<file path="src/rtl/reaction_timer_pkg.sv">
// Shared definitions for the reaction timer: state codes and the "no best time yet" value.
package reaction_timer_pkg;

  localparam int STATE_W = 3;

  typedef enum logic [STATE_W-1:0] {
    IDLE   = 3'd0,
    ARM    = 3'd1,
    GO     = 3'd2,
    RESULT = 3'd3,
    FAULT  = 3'd4,
    DONE   = 3'd5
  } state_t;

  // All-ones pattern of the given width, used as the "no valid time" marker.
  function automatic logic [31:0] best_none(input int unsigned width);
    if (width >= 32) return '1;
    return (32'd1 << width) - 32'd1;
  endfunction

endpackage

</file>
<file path="src/rtl/key_press_edge.sv">
// Falling-edge detector for an active-low, already-synchronised key.
// A held key produces exactly one press pulse.
module key_press_edge (
  input  logic i_clk,
  input  logic i_clear_n,
  input  logic i_key_n,
  output logic o_press
);

  logic r_prev;

  always_ff @(posedge i_clk) begin
    if (!i_clear_n) r_prev <= 1'b1;
    else            r_prev <= i_key_n;
  end

  assign o_press = r_prev & ~i_key_n;

endmodule

</file>
<file path="src/rtl/reaction_timer_fsm.sv">
// Multi-round reaction timer: random delay, timed stop press, false-start and
// timeout detection, and best-time tracking across ROUNDS rounds.
module reaction_timer_fsm
  import reaction_timer_pkg::*;
#(
  parameter int TIME_W     = 14,
  parameter int DELAY_W    = 12,
  parameter int ROUNDS     = 5,
  parameter int TIMEOUT_MS = 9999
) (
  input  logic                       i_clk,
  input  logic                       i_clear_n,
  input  logic                       i_tick_ms,
  input  logic                       i_start_n,
  input  logic                       i_stop_n,
  input  logic [DELAY_W-1:0]         i_delay_seed,
  output logic [STATE_W-1:0]         o_state,
  output logic                       o_led_go,
  output logic [TIME_W-1:0]          o_elapsed,
  output logic [TIME_W-1:0]          o_best,
  output logic [$clog2(ROUNDS):0]    o_round_idx,
  output logic                       o_false_start,
  output logic                       o_timeout,
  output logic                       o_done
);

  localparam int RIDX_W = $clog2(ROUNDS) + 1;
  localparam logic [TIME_W-1:0] BEST_NONE  = TIME_W'(best_none(TIME_W));
  localparam logic [TIME_W-1:0] TIMEOUT_V  = TIME_W'(TIMEOUT_MS);
  localparam logic [TIME_W-1:0] TIMEOUT_M1 = TIME_W'(TIMEOUT_MS - 1);
  localparam logic [RIDX_W-1:0] LAST_ROUND = RIDX_W'(ROUNDS - 1);

  state_t              r_state, w_state;
  logic [DELAY_W-1:0]  r_delay_cnt, w_delay_cnt;
  logic [TIME_W-1:0]   r_elapsed, w_elapsed;
  logic [TIME_W-1:0]   r_best, w_best;
  logic [RIDX_W-1:0]   r_round_idx, w_round_idx;
  logic                r_false_start, w_false_start;
  logic                r_timeout, w_timeout;
  logic                w_arm;
  logic                w_start;
  logic                w_stop;

  key_press_edge u_start_edge (
    .i_clk     (i_clk),
    .i_clear_n (i_clear_n),
    .i_key_n   (i_start_n),
    .o_press   (w_start)
  );

  key_press_edge u_stop_edge (
    .i_clk     (i_clk),
    .i_clear_n (i_clear_n),
    .i_key_n   (i_stop_n),
    .o_press   (w_stop)
  );

  always_ff @(posedge i_clk) begin
    if (!i_clear_n) r_state <= IDLE;
    else            r_state <= w_state;
  end

  // ARM and GO only listen to stop; every other state only listens to start.
  always_comb begin
    w_state       = r_state;
    w_delay_cnt   = r_delay_cnt;
    w_elapsed     = r_elapsed;
    w_best        = r_best;
    w_round_idx   = r_round_idx;
    w_false_start = r_false_start;
    w_timeout     = r_timeout;
    w_arm         = 1'b0;
    case (r_state)
      IDLE: begin
        if (w_start) begin
          w_arm       = 1'b1;
          w_best      = BEST_NONE;
          w_round_idx = '0;
          w_state     = ARM;
        end
      end
      ARM: begin
        if (w_stop) begin
          w_state       = FAULT;
          w_false_start = 1'b1;
          w_delay_cnt   = '0;
        end else if (i_tick_ms) begin
          if (r_delay_cnt <= DELAY_W'(1)) begin
            w_state     = GO;
            w_elapsed   = '0;
            w_delay_cnt = '0;
          end else begin
            w_delay_cnt = r_delay_cnt - 1'b1;
          end
        end
      end
      GO: begin
        if (w_stop) begin
          w_state = RESULT;
          if (r_elapsed < r_best) w_best = r_elapsed;
        end else if (i_tick_ms) begin
          if (r_elapsed >= TIMEOUT_M1) begin
            w_elapsed = TIMEOUT_V;
            w_timeout = 1'b1;
            w_state   = RESULT;
          end else begin
            w_elapsed = r_elapsed + 1'b1;
          end
        end
      end
      RESULT: begin
        if (w_start) begin
          if (r_round_idx == LAST_ROUND) begin
            w_state = DONE;
          end else begin
            w_round_idx = r_round_idx + 1'b1;
            w_arm       = 1'b1;
            w_state     = ARM;
          end
        end
      end
      FAULT: begin
        if (w_start) begin
          w_arm   = 1'b1;
          w_state = ARM;
        end
      end
      DONE: begin
        if (w_start) w_state = IDLE;
      end
      default: w_state = IDLE;
    endcase

    if (w_arm) begin
      w_delay_cnt   = (i_delay_seed == '0) ? DELAY_W'(1) : i_delay_seed;
      w_false_start = 1'b0;
      w_timeout     = 1'b0;
      w_elapsed     = '0;
    end
  end

  always_ff @(posedge i_clk) begin
    if (!i_clear_n) begin
      r_delay_cnt   <= '0;
      r_elapsed     <= '0;
      r_best        <= BEST_NONE;
      r_round_idx   <= '0;
      r_false_start <= 1'b0;
      r_timeout     <= 1'b0;
    end else begin
      r_delay_cnt   <= w_delay_cnt;
      r_elapsed     <= w_elapsed;
      r_best        <= w_best;
      r_round_idx   <= w_round_idx;
      r_false_start <= w_false_start;
      r_timeout     <= w_timeout;
    end
  end

  assign o_state       = r_state;
  assign o_led_go      = (r_state == GO);
  assign o_done        = (r_state == DONE);
  assign o_elapsed     = r_elapsed;
  assign o_best        = r_best;
  assign o_round_idx   = r_round_idx;
  assign o_false_start = r_false_start;
  assign o_timeout     = r_timeout;

endmodule
</file>
<file path="config.mk">
export PLATFORM = sky130hd
export DESIGN_NAME = reaction_timer_fsm
export DESIGN_NICKNAME = d
export VERILOG_FILES = /design/src/rtl/reaction_timer_pkg.sv /design/src/rtl/key_press_edge.sv /design/src/rtl/reaction_timer_fsm.sv
export SDC_FILE = /design/constraint.sdc
export NUM_CORES = 1
export LEC_CHECK = 0
export ABC_AREA = 1
export CAP_MARGIN = 10
export CORE_ASPECT_RATIO = 0.6
export CORE_MARGIN = 1
export CORE_UTILIZATION = 40
export CTS_CLUSTER_SIZE = 12
export DETAILED_ROUTE_END_ITERATION = 10
export PLACE_DENSITY = 0.68
export RECOVER_POWER = 100
export SLEW_MARGIN = 30
export SYNTH_ARGS = -nofsm -noshare
export SYNTH_HDL_FRONTEND = slang
export SYNTH_SLANG_ARGS = --single-unit
</file>
<file path="constraint.sdc">
create_clock -name i_clk -period 2.1 [get_ports i_clk]
set_clock_uncertainty 0.2 [all_clocks]
set_input_delay 0.42 -clock i_clk [delete_from_list [all_inputs] [get_ports i_clk]]
set_output_delay 0.42 -clock i_clk [all_outputs]
set_load 0.03 [all_outputs]
</file>
==> run summary <==
H-tree depth: 2
drt drc: 0
Synthesized Nets: 567
Hold Path Cell Cnt: 2
Post-synth EDFFs: 0
Synth top area share: 30.5%
Yosys warnings: 0
total number of vias: 3659
endpoints failing hold: 0
Synth area leader: dfxtp_1
fin crit period: 2.08 ns
Setup Buffers After CTS: 0
first-pass GRT wire length: 16800 µm
vias in the first global route: 3412
Seq/Total Area, Yosys: 30.5%
number of CTS-inserted buffers: 5
CP Capture Type: output pin
initial DRC count: 376
Clock Root Buffer: clkbuf_16
TritonCTS clock tree: done
min-delay worst type: reg2reg
Placed Cells incl. Taps: 730
GRT Overall Usage: 24.5%
synth top area cells: dfxtp_1, nand2_1, inv_1, nand3_1, ha_1
Final ANT Viol Nets: 0
Crit Path Class: reg2out
Synth Flop Type: dfxtp_1
Data arrival, critical path: 1.46 ns
port bufs: 55
Final Util: 57.0%
most used standard cell by instance count after synthesis: nand2_1
reg2reg path depth: 12
initial core utilization: 42.0%
worst setup path start: o_elapsed[13]
fraction of registers with async set/reset: 0%
routability cong.: 0.945
Core Footprint: 7980 µm²
cell leakage power: 0.00230 µW
cell count after synthesis: 531
DRT Pass-1 Iters: 5
actual slew at the worst max-slew pin: 0.427 ns
hold wc startpoint: o_timeout
Final WS setup: 0.0241 ns
Seq cells post-synth: 51
GR Overflow Total: 0
crit path launch type: flip-flop
sink count of the clock tree: 51
Max Cap Viol: 0
Worst-path clk slew: 0.07 ns
fmax: 482 MHz
Final period util: 98.9%
outcome: finished clean
Worst Path Required: 1.48 ns
antenna violations before repair: 0
worst rel slew slack: 71.3%
Crit Path Max Fanout: 5
Die Y: 72.9 µm
Setup Viol. Count Final: 0
Layout area overhead: 35.7%
Post-synth top cells: nand2_1, inv_1, dfxtp_1
Die X: 120 µm
worst vdd rail ir drop: 606 µV
per-cell routed wire length: 13.4 µm
# nets final: 665
Finished Layout Cells: 736
Vias per Instance: 4.97
Post-Syn Area per Cell: 6.31 µm²
post-DP HPWL: 7740 µm
Antenna diodes: 0
largest net degree at the start of global routing: 18
DRT Wirelength: 9870 µm
DP Worst Slack: -0.312 ns
Max clock buf depth: 2
Std-Cell Rows: 25
Cell Area, Synth: 3350 µm²
Power Density: 1210 nW/µm²
DIE AREA: 8760 µm²
count of different cell masters after synthesis: 33
layout cell share with drive strength beyond 1: 15.6%
fin. max-slew vios: 0
Crit Reg-Reg Startpoint: r_delay_cnt[0]
unrepaired setup endpoints after global routing: true
clock latency on the worst-skew pair: 0.29 ns
IO Count: 56
metal layers:
layer / global-route usage (%) / share of wire (%)
met5: 0 / 0
met3: 4.92 / 6.9
met4: 5.28 / 0.47
met1: 38.1 / 55
met2: 34.1 / 38
cell families after synthesis:
group	after synthesis	share of synthesized area [%]
and+or+nand+nor	283	36.4
buffers and inverters	102	12.4
AOI/OAI and AO/OA	65	10.7
DFF	51	30.5
adders and majority gates	19	7.10
xor gates and xnor gates	11	2.88
cell type report:
type / instances / area (µm²)
Sequential cell: 51 / 1030
Inverter: 90 / 340
Tap cell: 108 / 135
Fill cell: 755 / 3430
Multi-Input combinational cell: 378 / 1960
Clock buffer: 6 / 129
Timing Repair Buffer: 103 / 946
path summary, 6_finish.rpt:
path / to / slack [ns]
max: o_elapsed[13] / 0.02
min: o_timeout / 0.26
max reg2reg: o_elapsed[13] / 0.08
min reg2reg: o_timeout / 0.26
flip-flops by register name, summed over array words and instances, names as in the netlist:
name / cells
o_elapsed: 14
u_stop_edge.r_prev: 1
o_round_idx: 4
o_state: 3
u_start_edge.r_prev: 1
r_delay_cnt: 12
o_best: 14
o_timeout: 1
o_false_start: 1
stage by stage:
step                hold slack [ns]  power, µW  cell area, µm²  TNS [ns]
finish                        0.260       5500            4550         0
global route                  0.290       5970            4550   -0.0658
CTS                           0.272       5410            4480         0
detailed placement            0.255       4620            4360     -5.68
global placement              0.238       4540            4360     -4.88
floorplan                     0.274       3500            3350         0
timing repair:
action,CTS,global route
resized for setup,8,27
endpoints found under the setup margin,18,43
hold buffers,0,0
pin swaps,0,2
cell usage in the layout, fill, tap and decap left out, types with 3 or more instances in the layout:
cell type,n
nor3_2,3
o21bai_1,3
nor2_2,3
o21ai_0,21
a31oi_1,4
clkbuf_16,5
a21oi_1,24
ha_1,19
clkdlybuf4s50_1,44
nor3_1,4
inv_1,81
buf_12,3
nor2_1,47
buf_4,45
nand4_1,8
or2_2,4
nand3_1,47
inv_2,6
nand2_1,152
dlygate4sd2_1,7
nand2_2,7
xor2_1,11
dfxtp_2,10
o21ai_1,6
dfxtp_1,41
critical path, cell delays in order (launching register included):
cell             delay [ns]
dfxtp_1                0.34
buf_4                  0.16
clkdlybuf4s50_1        0.67
where the power goes:
group / total (µW) / switching [µW] / leakage, µW / internal [µW]
registers: 1420 / 215 / 0.000418 / 1200
clock network: 782 / 352 / 0.0000628 / 430
logic: 3300 / 1970 / 0.00182 / 1320
total: 5500 / 2540 / 0.00230 / 2950
Power figures use the tool's default switching activity.
